<file path="src/rtl/blft_param.sv">
// Parametrised bilateral filter: K x K range/spatial weighted window over a 2^ROW_BITS x 2^COL_BITS
// 8-bit image, edge-clamped reads through a combinational memory port, sequential 8-step divider.
module blft_param #(
  parameter int COL_BITS = 8,
  parameter int ROW_BITS = 8,
  parameter int RADIUS   = 2,
  parameter int WBITS    = 6,
  parameter int RSHIFT   = 3
) (
  input  logic                         clk,
  input  logic                         rst,
  input  logic                         in_valid,
  input  logic [7:0]                   in_data,
  input  logic                         bypass,
  output logic [ROW_BITS+COL_BITS-1:0] in_addr,
  output logic                         out_valid,
  output logic [ROW_BITS+COL_BITS-1:0] out_addr,
  output logic [7:0]                   out_data,
  output logic                         finish
);
  localparam int AW      = ROW_BITS + COL_BITS;
  localparam int K       = 2 * RADIUS + 1;
  localparam int KK      = K * K;
  localparam int KW      = $clog2(K);
  localparam int SW      = WBITS + $clog2(KK);
  localparam int SWP     = SW + 8;
  localparam int ROW_MAX = (1 << ROW_BITS) - 1;
  localparam int COL_MAX = (1 << COL_BITS) - 1;
  localparam logic [WBITS-1:0] WMAX = '1;

  typedef enum logic [2:0] {IDLE, CENTER, ACC, DIV, OUT, DONE} state_t;

  state_t           state_reg, state_next;
  logic [AW-1:0]    pix_reg, pix_next;
  logic [KW-1:0]    wy_reg, wy_next, wx_reg, wx_next;
  logic [7:0]       c_reg, c_next;
  logic [SW-1:0]    sum_w_reg, sum_w_next;
  logic [SWP-1:0]   sum_wp_reg, sum_wp_next;
  logic [SWP-1:0]   rem_reg, rem_next, den_reg, den_next;
  logic [6:0]       q_reg, q_next;
  logic [2:0]       cnt_reg, cnt_next;
  logic [AW-1:0]    in_addr_reg, in_addr_next, out_addr_reg, out_addr_next;
  logic             out_valid_reg, out_valid_next, finish_reg, finish_next;
  logic [7:0]       out_data_reg, out_data_next;

  function automatic logic [AW-1:0] win_addr(input logic [AW-1:0] pix,
                                             input logic [KW-1:0] oy, input logic [KW-1:0] ox);
    int r, c;
    r = int'(pix[AW-1:COL_BITS]) + int'(oy) - RADIUS;
    c = int'(pix[COL_BITS-1:0]) + int'(ox) - RADIUS;
    if (r < 0) r = 0; else if (r > ROW_MAX) r = ROW_MAX;
    if (c < 0) c = 0; else if (c > COL_MAX) c = COL_MAX;
    return {r[ROW_BITS-1:0], c[COL_BITS-1:0]};
  endfunction

  // Weight of the pixel currently on in_data for window position (wy_reg, wx_reg).
  logic [7:0]         diff;
  logic [WBITS+7:0]   dsh;
  logic [WBITS-1:0]   rw, w;
  logic [WBITS+7:0]   wp;
  logic [SW-1:0]      acc_w;
  logic [SWP-1:0]     acc_wp;
  logic               near, last_read, ge;
  logic [KW-1:0]      nwy, nwx;
  logic [AW-1:0]      pix_inc, centre_next;
  int                 dya, dxa;

  always_comb begin
    diff = (in_data >= c_reg) ? in_data - c_reg : c_reg - in_data;
    dsh  = (WBITS+8)'(diff >> RSHIFT);
    rw   = (dsh >= (WBITS+8)'(WMAX)) ? '0 : WMAX - dsh[WBITS-1:0];
    dya  = int'(wy_reg) - RADIUS;
    dxa  = int'(wx_reg) - RADIUS;
    if (dya < 0) dya = -dya;
    if (dxa < 0) dxa = -dxa;
    near   = (dya + dxa) <= RADIUS;
    w      = near ? rw : rw >> 1;
    wp     = w * in_data;
    acc_w  = sum_w_reg + SW'(w);
    acc_wp = sum_wp_reg + SWP'(wp);
    last_read = (wy_reg == KW'(K-1)) && (wx_reg == KW'(K-1));
    if (wx_reg == KW'(K-1)) begin
      nwy = wy_reg + 1'b1;
      nwx = '0;
    end else begin
      nwy = wy_reg;
      nwx = wx_reg + 1'b1;
    end
    ge      = rem_reg >= den_reg;
    pix_inc = pix_reg + 1'b1;
    // After the final pixel the address simply stays where the last read left it.
    centre_next = (&pix_reg) ? pix_reg : pix_inc;
  end

  always_comb begin
    state_next     = state_reg;
    pix_next       = pix_reg;
    wy_next        = wy_reg;
    wx_next        = wx_reg;
    c_next         = c_reg;
    sum_w_next     = sum_w_reg;
    sum_wp_next    = sum_wp_reg;
    rem_next       = rem_reg;
    den_next       = den_reg;
    q_next         = q_reg;
    cnt_next       = cnt_reg;
    in_addr_next   = in_addr_reg;
    out_valid_next = 1'b0;
    out_addr_next  = out_addr_reg;
    out_data_next  = out_data_reg;
    finish_next    = finish_reg;
    unique case (state_reg)
      IDLE: state_next = CENTER;
      CENTER: begin
        sum_w_next  = '0;
        sum_wp_next = '0;
        if (in_valid) begin
          c_next = in_data;
          if (bypass) begin
            state_next     = OUT;
            out_valid_next = 1'b1;
            out_addr_next  = pix_reg;
            out_data_next  = in_data;
            in_addr_next   = centre_next;
          end else begin
            state_next   = ACC;
            wy_next      = '0;
            wx_next      = '0;
            in_addr_next = win_addr(pix_reg, '0, '0);
          end
        end
      end
      ACC: if (in_valid) begin
        sum_w_next  = acc_w;
        sum_wp_next = acc_wp;
        if (last_read) begin
          // Rounding bias folded into the dividend; divisor pre-aligned to quotient bit 7.
          state_next   = DIV;
          rem_next     = acc_wp + SWP'(acc_w >> 1);
          den_next     = SWP'(acc_w) << 7;
          q_next       = '0;
          cnt_next     = '0;
          in_addr_next = centre_next;
        end else begin
          wy_next      = nwy;
          wx_next      = nwx;
          in_addr_next = win_addr(pix_reg, nwy, nwx);
        end
      end
      DIV: begin
        rem_next = ge ? rem_reg - den_reg : rem_reg;
        den_next = den_reg >> 1;
        q_next   = {q_reg[5:0], ge};
        cnt_next = cnt_reg + 1'b1;
        if (cnt_reg == 3'd7) begin
          state_next     = OUT;
          out_valid_next = 1'b1;
          out_addr_next  = pix_reg;
          out_data_next  = {q_reg, ge};
        end
      end
      OUT: begin
        if (&pix_reg) begin
          state_next  = DONE;
          finish_next = 1'b1;
        end else begin
          pix_next   = pix_inc;
          state_next = CENTER;
        end
      end
      default: ;
    endcase
  end

  always_ff @(posedge clk) begin
    if (rst) begin
      state_reg     <= IDLE;
      pix_reg       <= '0;
      wy_reg        <= '0;
      wx_reg        <= '0;
      c_reg         <= '0;
      sum_w_reg     <= '0;
      sum_wp_reg    <= '0;
      rem_reg       <= '0;
      den_reg       <= '0;
      q_reg         <= '0;
      cnt_reg       <= '0;
      in_addr_reg   <= '0;
      out_valid_reg <= 1'b0;
      out_addr_reg  <= '0;
      out_data_reg  <= '0;
      finish_reg    <= 1'b0;
    end else begin
      state_reg     <= state_next;
      pix_reg       <= pix_next;
      wy_reg        <= wy_next;
      wx_reg        <= wx_next;
      c_reg         <= c_next;
      sum_w_reg     <= sum_w_next;
      sum_wp_reg    <= sum_wp_next;
      rem_reg       <= rem_next;
      den_reg       <= den_next;
      q_reg         <= q_next;
      cnt_reg       <= cnt_next;
      in_addr_reg   <= in_addr_next;
      out_valid_reg <= out_valid_next;
      out_addr_reg  <= out_addr_next;
      out_data_reg  <= out_data_next;
      finish_reg    <= finish_next;
    end
  end

  assign in_addr   = in_addr_reg;
  assign out_valid = out_valid_reg;
  assign out_addr  = out_addr_reg;
  assign out_data  = out_data_reg;
  assign finish    = finish_reg;
endmodule

</file>
<file path="config.mk">
export PLATFORM = sky130hd
export DESIGN_NAME = blft_param
export DESIGN_NICKNAME = d
export VERILOG_FILES = /design/src/rtl/blft_param.sv
export SDC_FILE = /design/constraint.sdc
export NUM_CORES = 1
export LEC_CHECK = 0
export BUFFER_PORTS_ARGS = -buffer_cell sky130_fd_sc_hd__buf_2
export CAP_MARGIN = 40
export CELL_PAD_IN_SITES_DETAIL_PLACEMENT = 0
export CELL_PAD_IN_SITES_GLOBAL_PLACEMENT = 1
export CORE_ASPECT_RATIO = 0.8
export CORE_MARGIN = 1.5
export CORE_UTILIZATION = 43
export DETAILED_ROUTE_END_ITERATION = 7
export PLACE_DENSITY = 0.81
export SLEW_MARGIN = 15
export SYNTH_ARGS = -nofsm -noshare
export SYNTH_HDL_FRONTEND = slang
export SYNTH_SLANG_ARGS = --single-unit
</file>
<file path="constraint.sdc">
create_clock -name clk -period 9.53 [get_ports clk]
set_clock_uncertainty 0.15 [all_clocks]
set_input_delay 1.4295 -clock clk [delete_from_list [all_inputs] [get_ports clk]]
set_output_delay 1.4295 -clock clk [all_outputs]
set_load 0.01 [all_outputs]
</file>
# Word level (Yosys, flattened, before mapping)
# Index checks and enable logic that the tools add are counted.
totals:
  out_inout_bits: 42
  inputBits: 12
  wordCells: 149
  regBits: 153
classes:
  addsub: 22
  mux: 65
  n_eq_ne: 15
  n_reduce_logical: 16
  n_lt_le_gt_ge: 14
  mul: 1
op_table:
  columns: ["op", "n"]
  rows:
  - ["$mux W16", 8]
  - ["$mux W19", 6]
  - ["$pmux W19 S2", 3]
  - ["$mux W8", 12]
  - ["$mux W32", 2]
  - ["$neg A4 Y32", 2]
  - ["$pmux W16 S2", 2]
  - ["$mux W3", 16]
  - ["$add A32 B32 Y32", 1]
  - ["$le A32 B3 Y1 const B", 1]
  - ["$pmux W11 S2", 1]
  - ["$gt A10 B9 Y1 const B", 2]
  - ["$lt A10 B1 Y1 const B", 2]
  - ["$sub A9 B2 Y10 const B", 2]
  - ["$add A19 B10 Y19", 1]
  - ["$add A19 B14 Y19", 1]
  - ["$ge A19 B19 Y1", 1]
  - ["$sub A19 B19 Y19", 1]
  - ["$add A8 B3 Y9", 2]
  - ["$gt A9 B9 Y1 const B", 2]
  - ["$lt A9 B1 Y1 const B", 2]
  - ["$pmux W3 S2", 3]
  - ["$sub A8 B2 Y9 const B", 2]
  - ["$reduce_and A17 Y1", 1]
  - ["31 further kinds", 57]

# Longest topological paths before layout
# Gate-level depths: netlist of the first run.
logic_depth:
  depth_word: 12
  ltp_mapped: 39
  mapped_depth_nobuf: 36

# Worst setup path after synthesis of the first run
# Ideal clock, no wire load.
synth_timing:
  path_kind: "input to register"
  start: "input port in_data[5]"
  end: "register rem_reg[15]"
  t_required_ps: 9265
  n_path_buf: 2
  stages: 30
  t_arrival_ps: 8993
  slack_ps: 273
  setup_ps: 115
  path_cell_list: "inv_1 ha_1 clkbuf_1 nand3_1 o211a_1 nor2_1 mux2_2 a32o_1 o31a_1 nor2_1 clkbuf_1 a21oi_1 fa_1 fa_1 fa_1 inv_1 fa_1 inv_1 ha_1 a21boi_0 o41a_1 xor2_1 ha_1 and3_1 o311ai_0 a21oi_1 nand2_1 nor4_1 xnor2_1 a2111oi_0"
synth_via:
  elab_chain_len: 11
  word_cells_on_any_way: 15
  classes_between: "6 x add/sub; 1 x mul; 2 x order compare; 6 x mux"
synth_rtl:
  columns: ["item", "line_no", "source"]
  rows:
  - ["start, declared", "13", "input logic [7:0] in_data,"]
  - ["$sub A8 B8 Y8 / $ge A8 B8 Y1 (equally long branches)", "69", "diff = (in_data >= c_reg) ? in_data - c_reg : c_reg - in_data;"]
  - ["$mux W8", "69", null]
  - ["$sub A6 B5 Y6 / $ge A5 B6 Y1 (equally long branches)", "71", "rw = (dsh >= (WBITS+8)'(WMAX)) ? '0 : WMAX - dsh[WBITS-1:0];"]
  - ["$mux W6", "71", null]
  - ["$mux W6", "77", "w = near ? rw : rw >> 1;"]
  - ["$mul A6 B8 Y14", "78", "wp = w * in_data;"]
  - ["$add A19 B14 Y19", "80", "acc_wp = sum_wp_reg + SWP'(wp);"]
  - ["$add A19 B10 Y19 (*)", "139", "rem_next = acc_wp + SWP'(acc_w >> 1);"]
  - ["$mux W19 (*)", "136", "if (last_read) begin"]
  - ["$mux W19 (*)", "133", "ACC: if (in_valid) begin"]
  - ["$pmux W19 S2 (*)", "112", "unique case (state_reg)"]
  - ["end signal, assigned", "201", "rem_reg <= rem_next;"]
  - ["end, declared", "39", "logic [SWP-1:0] rem_reg, rem_next, den_reg, den_next;"]
# Every way passes the cells marked *; elsewhere a longest branch is shown, timed or not. The select of a mux whose other input is x is not followed.
# A chain may end at the register's enable or synchronous reset.

# Final worst setup path of the first run
layout_timing:
  start: "register wy_reg[1]"
  end: "register rem_reg[16]"
layout_via:
  elab_chain_len: 12
  word_cells_on_any_way: 18
  classes_between: "6 x add/sub; 1 x mul; 2 x order compare; 2 x eq/ne; 5 x mux; 2 x reduce/logical"
layout_rtl:
  columns: ["item", "line_no", "source"]
  rows:
  - ["start, declared", "35", "logic [KW-1:0] wy_reg, wy_next, wx_reg, wx_next;"]
  - ["start signal, assigned", "196", "wy_reg <= wy_next;"]
  - ["$sub A3 B2 Y4", "72", "dya = int'(wy_reg) - RADIUS;"]
  - ["$neg A4 Y32 / $lt A4 B1 Y1 (equally long branches)", "74", "if (dya < 0) dya = -dya;"]
  - ["$mux W32", "74", null]
  - ["$add A32 B32 Y32", "76", "near = (dya + dxa) <= RADIUS;"]
  - ["$le A32 B3 Y1", "76", null]
  - ["$mux W6", "77", null]
  - ["$mul A6 B8 Y14", "78", null]
  - ["$add A19 B14 Y19", "80", null]
  - ["$add A19 B10 Y19", "139", null]
  - ["$mux W19", "136", null]
  - ["$mux W19", "133", null]
  - ["$pmux W19 S2", "112", null]
# Several ways; a longest one is shown, not always the timed one. The select of a mux whose other input is x is not followed.

==> results of run 1 <==
==> final timing paths <==
kind	start	cells past startpoint	slack [ns]	to
worst max-delay path	wy_reg[1]$_SDFFE_PP0P_	36	0.42	rem_reg[16]$_SDFFE_PP0P_
worst min-delay path	out_addr[7]$_SDFFE_PP0P_	2	0.31	out_addr[7]$_SDFFE_PP0P_
worst max register to register	wy_reg[1]$_SDFFE_PP0P_	36	0.42	rem_reg[16]$_SDFFE_PP0P_
worst min register to register	out_addr[7]$_SDFFE_PP0P_	2	0.31	out_addr[7]$_SDFFE_PP0P_
==> final cells by class <==
class	instances	area, um^2	area share
sequential	152	3050	0.183
clock inverter	15	171	0.0103
clock buffer	17	425	0.0255
timing repair buffer	128	905	0.0543
multi-input combinational	1546	10900	0.654
tap	434	543	0.0326
inverter	177	668	0.0401
==> tightest hold or removal path, stage by stage (launching register included) <==
cell and delay [ns]:
dfxtp_1 0.31, nand2_1 0.05, a21oi_1 0.05
==> stage by stage <==
step	area, um^2	setup slack [ns]	util	TNS, ns	hold WS (ns)
final	16700	0.420	0.496	0	0.306
after global placement	15600	0.0723	0.462	0	0.286
after global routing	16700	-0.0403	0.496	-0.0469	0.324
after floorplan	14700	0.273	-	0	0.282
after detailed placement	15600	-0.128	0.464	-0.160	0.295
after CTS	16200	0.0184	0.482	0	0.305
==> power groups by stage <==
stage | registers, W | clock network (W) | logic, W
6_report | 0.000695 | 0.000700 | 0.00260
5_1_grt | 0.000699 | 0.000741 | 0.00287
4_1_cts | 0.000695 | 0.000712 | 0.00242
3_5_place_dp | 0.000710 | 0 | 0.00239
3_3_place_gp | 0.000710 | 0 | 0.00236
2_1_floorplan | 0.000705 | 0 | 0.00170
==> metal layers <==
layer  vias to the layer above  GRT usage  wire [um]
met3                        47     0.0353       2700
met2                       504      0.370      18800
li1                       7085          -          -
met1                      6855      0.375      22600
met4                         0     0.0504        548
met5                         -          0          0
==> cell families (layout without fill, tap and decap cells) <==
family | Yosys count | in the layout | share of synthesized area
multiplexers | 13 | 13 | 0.00928
XOR/XNOR | 94 | 94 | 0.0570
AND/OR/NAND/NOR | 673 | 673 | 0.213
other | 1 | 12 | 0.000255
flip-flops | 152 | 152 | 0.207
AO/OA/AOI/OAI | 553 | 553 | 0.248
adder cells (fa/ha/maj) | 201 | 201 | 0.192
buffers and inverters | 277 | 337 | 0.0732
==> synthesized netlist by cell type, types with 7 or more instances <==
library cell  count  area [um^2]
a2111oi_0        16          140
a211o_1           7         61.3
a211oi_1         32          240
a21o_1           22          165
a21oi_1         187          936
a221oi_1         11         96.3
a22oi_1          13         97.6
a311oi_1         20          175
a31oi_1          20          125
and2_1           24          150
and3_1           26          163
clkbuf_1         88          330
dfxtp_1         152         3040
fa_1             42          841
ha_1            156         1950
inv_1           175          657
mux2i_1           8         80.1
nand2_1         211          792
nand2b_1         18          113
nand3_1          48          240
nand4_1          22          138
nor2_1          193          724
nor2b_1          19          119
nor3_1           50          250
nor4_1           12         75.1
o211ai_1         16          120
o21a_1           18          135
o21ai_0          75          375
o21ai_1          10         50.1
o21bai_1         15          113
o22ai_1          11         68.8
o31ai_1           9         67.6
or2_2             8         50.1
or3_1            15         93.8
or4_1             9         67.6
xnor2_1          68          596
xor2_1           25          219
==> repair_timing <==
action                                  4_1_cts  5_1_grt
gates cloned                                  0        2
endpoints found under the setup margin        6       16
pin swaps                                     0       34
setup buffers                                 0       16
gates resized for setup                       5       61
==> summary.txt, run 1 <==
Die
  • Chip Width: 210 um
  • Site Rows: 60
  • Core area: 0.0336 mm^2
  • Die Ht: 168 um
  • Die ar.: 0.0353 mm^2
  • Initial core utilization: 0.437
  • IO Pins: 54

Timing
  • Final setup violation count: 0
  • Max Fclk: 110 MHz
  • Final Max Slew Viols: 0
  • Fin. Hold Viols: 0
  • Fin crit share: 0.956
  • Slew @ Worst Pin: 0.850 ns
  • Max transition margin: 0.418
  • Final min period: 9.11 ns

Setup path
  • Critical path's top delay family: adder cells
  • Worst setup path category: flip-flop to flip-flop
  • Delay of the slowest cell on the worst path: 0.52 ns
  • Crit path buf inv count: 6
  • Slowest CP cell: fa_1
  • Critical path required time: 9.71 ns
  • Worst Path Max Fanout: 6
  • Startpoint Class: flip-flop
  • Critical Path AT: 9.29 ns
  • CP endpoint kind: flip-flop

Final layout
  • Area Overhead vs Synth: 13.5%
  • Fillers: 3337
  • Share of cells above drive strength 1: 0.117
  • Commonest non-fill, non-tap cell in the layout: nand2_1
  • Layout Nets: 2232
  • Non-Filler Instances: 2469
  • Number of antenna diodes: 0
  • Most frequent cells in the layout: 210 x nand2_1, 191 x nor2_1, 181 x a21oi_1, 170 x inv_1, 149 x dfxtp_1

Clock tree
  • CTS sink cnt: 152
  • Worst skew pair latency: 0.44 ns
  • H-tree depth: 4
  • Total CTS buffers: 17
  • CTS tree: built
  • Root buffer cell: clkbuf_16
  • Clock transition at path regs: 0.08 ns
  • CTS max path bufs: 2
  • CTS hold repair buffers: 0

Global routing
  • Vias in the first global route: 13.1k
  • Overflow after GRT: 0
  • GRT Util Overall: 0.248
  • Initial antenna violation count: 0
  • First-pass GRT wire length: 71.1 mm
  • Largest net degree at the start of global routing: 74

Drt
  • Routed Antenna Nets: 0
  • Drc violations: 0
  • Initial DRC Count: 1316
  • Routed wire length: 44.7 mm
  • Vias: 14.5k
  • Vias per std cell: 5.87
  • Routed len/inst: 18.1 um
  • Drt first pass iters: 7

Synth
  • Netlist Area Pre-Place: 0.0147 mm^2
  • Sequential share of the synthesized area: 0.207
  • Post-synth cell types: 88
  • EDFF count, synth: 0
  • Syn Inst Count: 1964
  • Async SR Flop Fraction: 0
  • Seq cells post-synth: 152
  • Post-Syn Area per Cell: 7.48 um^2
  • Main synth FF type: dfxtp_1
  • Ys Warns: 0

Power
  • Sw Ratio: 0.474
  • Leak pwr: 6.96 nW
  • Power density cells: 239 mW/mm^2
  • Clock power frac: 0.175
  • Pint: 0.00210 W
  • Power share of the combinational group: 0.651
  • Psw: 0.00189 W
  • Maximum vdd ir drop: 258 uV
  • Sequential Power Share: 0.174
  • Total power: 0.00399 W

Run status
  • Run status: complete, no violations

Placement
  • Port Buffers: 53
  • DP Wirelength: 33.6 mm
  • Placed Cells incl. Taps: 2419
  • Global placement routability congestion: 0.962

Hold path
  • Hold Crit Class: flip-flop to flip-flop

Run
  • Max-cap violations: 0
(Power assumes the default switching activity.)
==> inputs of run 2 (changes only) <==
Settings changed: ABC_AREA set to 1, CORE_UTILIZATION 43 to 42, HOLD_SLACK_MARGIN set to 0.06.
==> summary.txt, run 2 <==
Run status
  • Run status: complete, no violations (unchanged)

Timing
  • Max transition margin: 0.436 (was 0.418)
  • Fin crit share: 0.931 (was 0.956)
  • Slew @ Worst Pin: 0.847 ns (was 0.850 ns)
  • Final min period: 8.88 ns (was 9.11 ns)
  • Fin. Hold Viols: 0 (unchanged)
  • Max Fclk: 113 MHz (was 110 MHz)
  • Final setup violation count: 0 (unchanged)
  • Final Max Slew Viols: 0 (unchanged)

Placement
  • DP Wirelength: 31.3 mm (was 33.6 mm)
  • Port Buffers: 53 (unchanged)
  • Global placement routability congestion: 0.911 (was 0.962)
  • Placed Cells incl. Taps: 2584 (was 2419)

Synth
  • Sequential share of the synthesized area: 0.214 (was 0.207)
  • Seq cells post-synth: 152 (unchanged)
  • Commonest cells in the netlist: 451 x nand2_1, 339 x inv_1, 229 x a21oi_1, 181 x nor2_1, 156 x ha_1 (was 211 x nand2_1, 193 x nor2_1, 187 x a21oi_1, 175 x inv_1, 156 x ha_1)
  • Top post-synthesis cells by area: dfxtp_1 21%, ha_1 14%, nand2_1 12% (was dfxtp_1 21%, ha_1 13%, a21oi_1 6.4%)
  • Count leader, synth: nand2_1 (unchanged)
  • Async SR Flop Fraction: 0 (unchanged)
  • Netlist Area Pre-Place: 0.0142 mm^2 (was 0.0147 mm^2)
  • Main synth FF type: dfxtp_1 (unchanged)
  • Syn Inst Count: 2118 (was 1964)
  • Ys Warns: 0 (unchanged)
  • Synth area leader: dfxtp_1 (unchanged)
  • EDFF count, synth: 0 (unchanged)
  • Post-Syn Area per Cell: 6.72 um^2 (was 7.48 um^2)
  • Top cell type's share of synthesized area: 0.214 (was 0.207)
  • Post-synth cell types: 63 (was 88)

Setup path
  • Worst Path Max Fanout: 10 (was 6)
  • Critical path required time: 9.71 ns (about the same)
  • Critical Path AT: 9.05 ns (was 9.29 ns)
  • R2R Path Start: wy_reg[1]$_SDFFE_PP0P_ (unchanged)
  • CP endpoint kind: flip-flop (unchanged)
  • Delay of the slowest cell on the worst path: 0.53 ns (was 0.52 ns)
  • Crit path from: wy_reg[1]$_SDFFE_PP0P_ (unchanged)
  • Critical path's top delay family: adder cells (unchanged)
  • Cell mode on critical path: nand2_1
  • Worst setup path category: flip-flop to flip-flop (unchanged)
  • Slowest CP cell: fa_1 (unchanged)
  • Crit path buf inv count: 8 (was 6)
  • Startpoint Class: flip-flop (unchanged)

Final layout
  • Non-Filler Instances: 2615 (was 2469)
  • Area Overhead vs Synth: 9.70% (was 13.5%)
  • Layout Nets: 2379 (was 2232)
  • Share of cells above drive strength 1: 0.0858 (was 0.117)
  • Most frequent cells in the layout: 451 x nand2_1, 337 x inv_1, 229 x a21oi_1, 175 x nor2_1, 155 x ha_1 (was 210 x nand2_1, 191 x nor2_1, 181 x a21oi_1, 170 x inv_1, 149 x dfxtp_1)
  • Fillers: 3441 (was 3337)
  • Commonest non-fill, non-tap cell in the layout: nand2_1 (unchanged)

Hold path
  • Hold Path Origin: q_reg[5]$_SDFFE_PP0P_ (was out_addr[7]$_SDFFE_PP0P_)
  • Hold Crit Class: flip-flop to flip-flop (unchanged)

Drt
  • Initial DRC Count: 1062 (was 1316)
  • Drt first pass iters: 5 (was 7)
  • Drc violations: 0 (unchanged)
  • Vias per std cell: 5.19 (was 5.87)
  • Routed wire length: 40.4 mm (was 44.7 mm)
  • Vias: 13.6k (was 14.5k)
  • Routed Antenna Nets: 0 (unchanged)
  • Routed len/inst: 15.4 um (was 18.1 um)

Clock tree
  • Clock transition at path regs: 0.06 ns (was 0.08 ns)
  • Worst skew pair latency: 0.44 ns (about the same)
  • H-tree depth: 4 (unchanged)
  • CTS hold repair buffers: 0 (unchanged)
  • Post_cts resized: 0 (was 5)
  • Root buffer cell: clkbuf_16 (unchanged)
  • Postcts setup bufs: 0 (unchanged)
  • CTS tree: built (unchanged)
  • CTS sink cnt: 152 (unchanged)
  • Total CTS buffers: 17 (unchanged)
  • CTS max path bufs: 2 (unchanged)

Die
  • Initial core utilization: 0.425 (was 0.437)
  • Die ar.: 0.0350 mm^2 (was 0.0353 mm^2)
  • Site Rows: 60 (unchanged)
  • Die Ht: 168 um (about the same)
  • Core area: 0.0335 mm^2 (was 0.0336 mm^2)
  • IO Pins: 54 (unchanged)
  • Chip Width: 209 um (was 210 um)

Global routing
  • Largest net degree at the start of global routing: 79 (was 74)
  • Overflow after GRT: 0 (unchanged)
  • First-pass GRT wire length: 67.1 mm (was 71.1 mm)
  • Vias in the first global route: 12.8k (was 13.1k)
  • Initial antenna violation count: 1 (was 0)
  • GRT Util Overall: 0.236 (was 0.248)

Run
  • Max-cap violations: 0 (unchanged)
run 2: cell count changes in the layout (fill, tap and decap cells not counted), sizes merged, moves of 26 or more:
| cell | change |
|---|---|
| a21oi | +50 |
| xor2 | +39 |
| buf | -47 |
| nand3 | +27 |
| inv | +168 |
| and3 | -26 |
| o21ai | +83 |
| nor3 | -38 |
| nand2 | +261 |
| xnor2 | -54 |
run 2: logic make-up after synthesis:
kind of cell / share of synthesized area
xor gates and xnor gates: 0.0485
other: 0.000264
DFF: 0.214
adders and majority gates: 0.196
buffers and inverters: 0.113
muxes: 0.000704
AOI/OAI and AO/OA: 0.194
and+or+nand+nor: 0.233
run 2: layout make-up:
type                       count  area, um^2  area share
clock inverter                11        97.6     0.00625
tap                          434         543      0.0348
inverter                     352        1320      0.0847
timing repair buffer          79         480      0.0308
clock buffer                  19         453      0.0290
antenna                        1        2.50    0.000160
sequential                   152        3040       0.195
multi-input combinational   1567        9670       0.619
run 2: metal layers:
metal	share of wire	GRT usage
met1	0.53	0.361
met2	0.42	0.349
met3	0.045	0.0294
met4	0.013	0.0561
met5	0	0
run 2: path summary, 6_finish.rpt:
| check | slack (ns) | cells past startpoint | to |
|---|---|---|---|
| worst max register to register | 0.65 | 47 | rem_reg[13]$_SDFFE_PP0P_ |
| worst max-delay path | 0.65 | 47 | rem_reg[13]$_SDFFE_PP0P_ |
| worst min register to register | 0.31 | 2 | q_reg[5]$_SDFFE_PP0P_ |
| worst min-delay path | 0.31 | 2 | q_reg[5]$_SDFFE_PP0P_ |
run 2: worst min-delay path, delay by kind of cell (launching register included):
kind / cells / cell delay [ns]
AND/OR/NAND/NOR: 1 / 0.06
AO/OA/AOI/OAI: 1 / 0.05
flip-flops: 1 / 0.31
run 2: per-stage QoR:
| stage | worst slack (ns) | setup TNS, ns | utilization | instance area [um^2] | hold slack, ns |
|---|---|---|---|---|---|
| floorplan | 1.15 | 0 | - | 14300 | 0.289 |
| global placement | 0.411 | 0 | 0.448 | 15000 | 0.299 |
| detailed placement | 0.279 | 0 | 0.449 | 15000 | 0.303 |
| CTS | 0.524 | 0 | 0.466 | 15600 | 0.313 |
| global route | -0.00256 | -0.00256 | 0.466 | 15600 | 0.327 |
| finish | 0.655 | 0 | 0.466 | 15600 | 0.313 |
Power of run 2 is left out: the tool's default activity adds up to more than one toggle a clock period on the data nets, which glitch-free logic cannot reach.
